===== config.mk =====
export PLATFORM = sky130hd
export DESIGN_NAME = register_file
export DESIGN_NICKNAME = d
export VERILOG_FILES = /design/src/rtl/register_file.sv
export SDC_FILE = /design/constraint.sdc
export NUM_CORES = 2
export LEC_CHECK = 0
export CORE_MARGIN = 10
export CORE_UTILIZATION = 63
export CTS_CLUSTER_SIZE = 12
export DETAILED_ROUTE_END_ITERATION = 12
export PLACE_DENSITY = 0.81
export SLEW_MARGIN = 20
export SYNTH_ARGS = -nofsm -noshare
export SYNTH_HDL_FRONTEND = slang
export SYNTH_SLANG_ARGS = --single-unit

===== constraint.sdc =====
create_clock -name Clk -period 3.1 [get_ports Clk]
set_clock_uncertainty 0.05 [all_clocks]
set_input_delay 0.62 -clock Clk [delete_from_list [all_inputs] [get_ports Clk]]
set_output_delay 0.62 -clock Clk [all_outputs]
set_load 0.01 [all_outputs]

===== src/rtl/register_file.sv =====
// MIPS-style 32x32 register file: two combinational read ports, one synchronous write port, r0 hardwired to 0.
// Optional write-to-read forwarding is enabled by defining REGFILE_BYPASS_EN.
module register_file #(
    parameter int DATA_WIDTH = 32,
    parameter int ADDR_WIDTH = 5
) (
    input  logic                  Clk,
    input  logic                  Rst_n,
    input  logic [ADDR_WIDTH-1:0] ReadRegister1,
    input  logic [ADDR_WIDTH-1:0] ReadRegister2,
    input  logic [ADDR_WIDTH-1:0] WriteRegister,
    input  logic [DATA_WIDTH-1:0] WriteData,
    input  logic                  RegWrite,
    output logic [DATA_WIDTH-1:0] ReadData1,
    output logic [DATA_WIDTH-1:0] ReadData2
);

    localparam int NUM_REGS = 2 ** ADDR_WIDTH;

    logic [DATA_WIDTH-1:0] regs [NUM_REGS];
    logic                  writeValid;

    assign writeValid = RegWrite && (WriteRegister != '0);

    // NOTE: the array is flops, not a RAM macro, so it can take the async clear; RAMs cannot be reset like this.
    always_ff @(posedge Clk or negedge Rst_n) begin
        if (!Rst_n) begin
            for (int i = 0; i < NUM_REGS; i++) begin
                regs[i] <= '0;
            end
        end else if (writeValid) begin
            // NOTE: non-blocking so every reader in this edge sees the pre-edge value.
            regs[WriteRegister] <= WriteData;
        end
    end

    function automatic logic [DATA_WIDTH-1:0] readPort(input logic [ADDR_WIDTH-1:0] addr);
        logic [DATA_WIDTH-1:0] data;
        data = (addr == '0) ? '0 : regs[addr];
`ifdef REGFILE_BYPASS_EN
        if (writeValid && (addr == WriteRegister)) begin
            data = WriteData;
        end
`endif
        return data;
    endfunction

    always_comb begin
        ReadData1 = readPort(ReadRegister1);
        ReadData2 = readPort(ReadRegister2);
    end

endmodule


# After elaboration in Yosys (flattened, before gate mapping)
# Cells that the tools add are included.
word_totals:
  input_bits: 50
  ff_bits: 1024
  out_inout_bits: 64
  word_cells: 55
classes:
  n_bitwise: 3
  n_mux: 11
  n_reduce_logical: 5
  order_cmp: 4
ops:
  columns: ["op", "n"]
  rows:
  - ["bitwise mux 1024 bit", 1]
  - ["binary-select mux 32 bit (select 5 bit)", 2]
  - ["2-to-1 mux 32 bit", 7]
  - ["demux 32 bit (select 5 bit)", 1]
  - [">= comparator 6 bit (second input constant)", 3]
  - ["inverter 5 -> 6 bit", 3]
  - ["zero test 5 bit", 2]
  - ["< comparator 6 x 1 -> 1 bit (second input constant)", 1]
  - ["nonzero test 5 bit", 1]
  - ["logical AND 1 bit", 2]

# Logic depth before layout (Yosys ltp)
depth:
  word_depth: 6
  depth_mapped: 7
  depth_no_buf: 4

# Worst setup path after synthesis
# Ideal clock, no wire load.
synth_timing:
  path_type: "input-to-output"
  startpoint: "input port ReadRegister1[0]"
  endpoint: "output port ReadData1[0]"
  stages: 7
  t_arrival_ns: 2.060
  slack_ns: 0.370
  n_path_buf: 3
  required_time_ns: 2.430
  path_cell_list: "buf_2 -> inv_1 -> buf_2 -> buf_2 -> nor2_1 -> a22oi_1 -> a311oi_1"
synth_via:
  elab_chain_cells: 5
  word_cells_on_any_way: 6
  cone_classes: "mux (4); bitwise (1); reduce/logical (1)"
synth_lines:
  columns: ["item", "line_no", "text"]
  rows:
  - ["start: declaration", "9", "input logic [ADDR_WIDTH-1:0] ReadRegister1,"]
  - ["inverter 5 -> 6 bit (not written as such)", "39", "data = (addr == '0) ? '0 : regs[addr];"]
  - ["binary-select mux 32 bit (select 5 bit)", "39", null]
  - ["2-to-1 mux 32 bit (not written as such) (2 in a row)", "39", null]
  - ["2-to-1 mux 32 bit *", "39", null]
  - ["end: declaration", "14", "output logic [DATA_WIDTH-1:0] ReadData1,"]
# Every way passes the cells marked *; elsewhere a longest branch is shown, timed or not. The select of a mux whose other input is x is not followed.

# Worst setup path after layout
layout_timing:
  startpoint: "register regs[624] (netlist bit)"
  endpoint: "output port ReadData1[16]"
layout_via:
  elab_chain_cells: 4
layout_lines:
  columns: ["item", "line_no", "text"]
  rows:
  - ["start: declaration", "20", "logic [DATA_WIDTH-1:0] regs [NUM_REGS];"]
  - ["start signal: indexed assignment", "33", "regs[WriteRegister] <= WriteData;"]
  - ["binary-select mux 32 bit (select 5 bit)", "39", null]
  - ["2-to-1 mux 32 bit (not written as such) (2 in a row)", "39", null]
  - ["2-to-1 mux 32 bit", "39", null]
# Every way passes these cells. The select of a mux whose other input is x is not followed.

==> flow_summary.toml <==
[global_routing]
grt_usage = 0.390
grt_pass1_vias = 42500
grt_max_degree = 118
antenna_found_initial = 9
grt-ovfl-total = 0
grt_pass1_wl_mm = 284

[drt]
viasPerCell = 7.76
dr_total_vias = 40300
wire_per_inst_um = 37.7
ant_nets = 0
drc = 0
drtIter0Drc = 5338
drt-pass1-iter-count = 6
postRouteWirelength_mm = 196

[sta]
tightest_slew_ns = 1.14
period_share = 1.04
grt_setup_unrepaired = "yes"
drv_slew = 0
setup_viol = 23
hold_slack_ns = 0.347
fmax_mhz = 312
max_slew_margin = 0.240
min_period_ns = 3.21
finalWorstSetupSlack_ns = -0.109
fin_setup_tns_ns = -0.817
hold_viol = 0

[floorplan]
start_util = 0.637
chipHeight_um = 314
fp.dieW_um = 314
fp-row-count = 107
ios = 114
die_area_sq_um = 98500
core_sq_um = 85400

[critical_path]
critical_path_arrival_ns = 2.54
slowest_stage = "mux4_2"
crit_type = "reg -> out"
cp-start-kind = "register"
required_ns = 2.43
path_buf_inv = 2
crit_family = "multiplexers"
worst-path-max-fanout = 3
slowest_delay_ns = 0.51
crit_chain = "mux4_2 -> mux2_4 -> o21ai_2 -> a311oi_2 -> buf_4 -> buf_6"
crit_path_end_kind = "primary output"

[yosys]
synth_area_sq_um = 54400
yosys.area.top_type_share = 0.471
avgSynthCellArea_sq_um = 15.0
synth_cell_types = 35
yosysTopAreaCell = "dfrtp_1"
syn-num-nets = 3671
synthFlopType = "dfrtp_1"
synth-edff-count = 0
synth_seq_area_share = 0.471
netlist_instances = 3621
synthTopCellsByArea = "dfrtp_1 (47%), mux2_2 (22%), mux4_2 (19%)"
ys.warnings.count = 0
synth-seq-cells = 1024
async_flop_share = 1.00

[power]
ir_worst_vdd_mv = 0.519
p_leak_nw = 28.8
total_power_mw = 40.4
p_per_area_nw_per_um2 = 611

[cts]
cts_inserted_buffers = 107
cts_sinks = 1024
clk_path_buf_depth = 3
h-tree-depth = 3
clkSlewWorstSetupHoldPaths_ns = 0.06
cts_tree = "done"
clockRootBuffer = "clkbuf_16"
clk_latency_ns = 0.71

[run_status]
status = "finished, violations left"
violations = "setup timing"

[cells_and_area]
drive_gt1_frac = 0.620
top_register = "regs"
syn2layout_area_growth_pct = 21.7
largest_reg_flops = 1024
largestRegisters = "regs x1024"
nets = 4012

[run]
maxCapViolCount = 0

[placed_design]
place_hpwl_mm = 114
numPortBuffers = 113
gp_congestion = 0.923

[worst_hold_path]
hold_path_class = "reg -> reg"
==> path summary, 6_finish.rpt <==
path,startpoint,slack (ns),to,cells past startpoint
worst max-delay path,regs[624],-0.11,ReadData1[16],6
worst min-delay path,regs[1009],0.35,regs[1009],0
worst max register to register,regs[552],2.01,regs[552],3
worst min register to register,regs[1009],0.35,regs[1009],0
max in group asynchronous,Rst_n,1.40,regs[106],4
min in group asynchronous,Rst_n,0.40,regs[666],2
==> cell usage in the layout, fill, tap and decap left out, types with 11 or more instances in the layout <==
master,synthesis,layout
dfrtp_1,1024,1024
clkinv_2,0,18
nand2_2,0,11
buf_16,0,31
a22oi_1,64,37
a221oi_1,46,29
buf_8,0,15
mux2i_1,128,128
a221oi_2,0,16
buf_6,0,41
o21ai_2,0,37
a22oi_2,0,27
o21ai_0,101,29
buf_12,0,116
mux4_2,448,448
a311oi_1,64,16
a311oi_2,0,39
buf_2,170,51
o21ai_1,9,40
mux2_2,1046,1033
buf_4,34,359
nor2_4,0,14
clkbuf_16,0,108
nand2_1,49,38
mux2_4,0,13
nor2b_1,71,64
o2111ai_1,18,14
clkbuf_1,223,33
a211oi_2,0,41
clkbuf_8,0,22
clkdlybuf4s50_1,0,36
a211oi_1,64,20
==> final cells by class <==
class,count,area [sq um]
tap,1144,1430
multi-input combinational,2163,28100
inverter,2,10.0
clock inverter,29,355
fill,4326,19200
timing repair buffer,664,7500
sequential,1024,25600
clock buffer,162,3100
antenna,6,15.0
==> metal layers <==
layer	track usage	vias to the layer above	routed length, um
met3	0.138	1145	27900
met2	0.569	3646	86400
met1	0.481	20800	65100
met5	0	-	181
met4	0.281	14	16200
li1	-	14800	-
==> logic make-up (layout without fill, tap and decap cells) <==
logic type / count (synthesis) / in the layout / synth area share
buffers and inverters: 434 / 857 / 0.0363
AND/OR/NAND/NOR: 165 / 165 / 0.0161
other: 0 / 6 / 0
flip-flops: 1024 / 1024 / 0.471
multiplexers: 1632 / 1632 / 0.428
AO/OA/AOI/OAI: 366 / 366 / 0.0484
==> worst reg2reg max path, cell delays in order, from the launching register on <==
cell and delay (ns):
dfrtp_1 0.40, buf_6 0.13, buf_4 0.12, mux2_2 0.26
==> cell usage after synthesis (all sizes together) (46+ instances only) <==
cell,number
mux2,1056
dfrtp,1024
mux4,448
clkbuf,225
buf,207
mux2i,128
o21ai,110
nor2b,71
a211oi,64
a22oi,64
a311oi,64
nand2,49
a221oi,46
==> timing repair <==
item | CTS | global route
setup buffers | 103 | 24
hold buffers | 1 | 0
resized for setup | 560 | 150
pin swaps | 44 | 36
cloned | 20 | 1
endpoints found under the setup margin | 64 | 56
endpoints found under the hold margin | 42 | 0
==> where the power goes <==
part / switching [mW] / internal [mW] / total [mW]
Sequential: 2.22 / 15.9 / 18.1
Combinational: 3.93 / 5.48 / 9.41
Clock: 5.57 / 7.31 / 12.9
==> through the flow <==
stage	cells	cell area [sq um]	utilization	worst slack, ns
after floorplan	3621	54400	-	0.370
after global placement	4877	59700	0.699	-0.789
after detailed placement	4879	59700	0.699	-0.751
after CTS	5166	65500	0.767	-0.00577
after global routing	5190	66200	0.775	-0.142
final	5194	66200	0.775	-0.109
(Power assumes the default switching activity.)
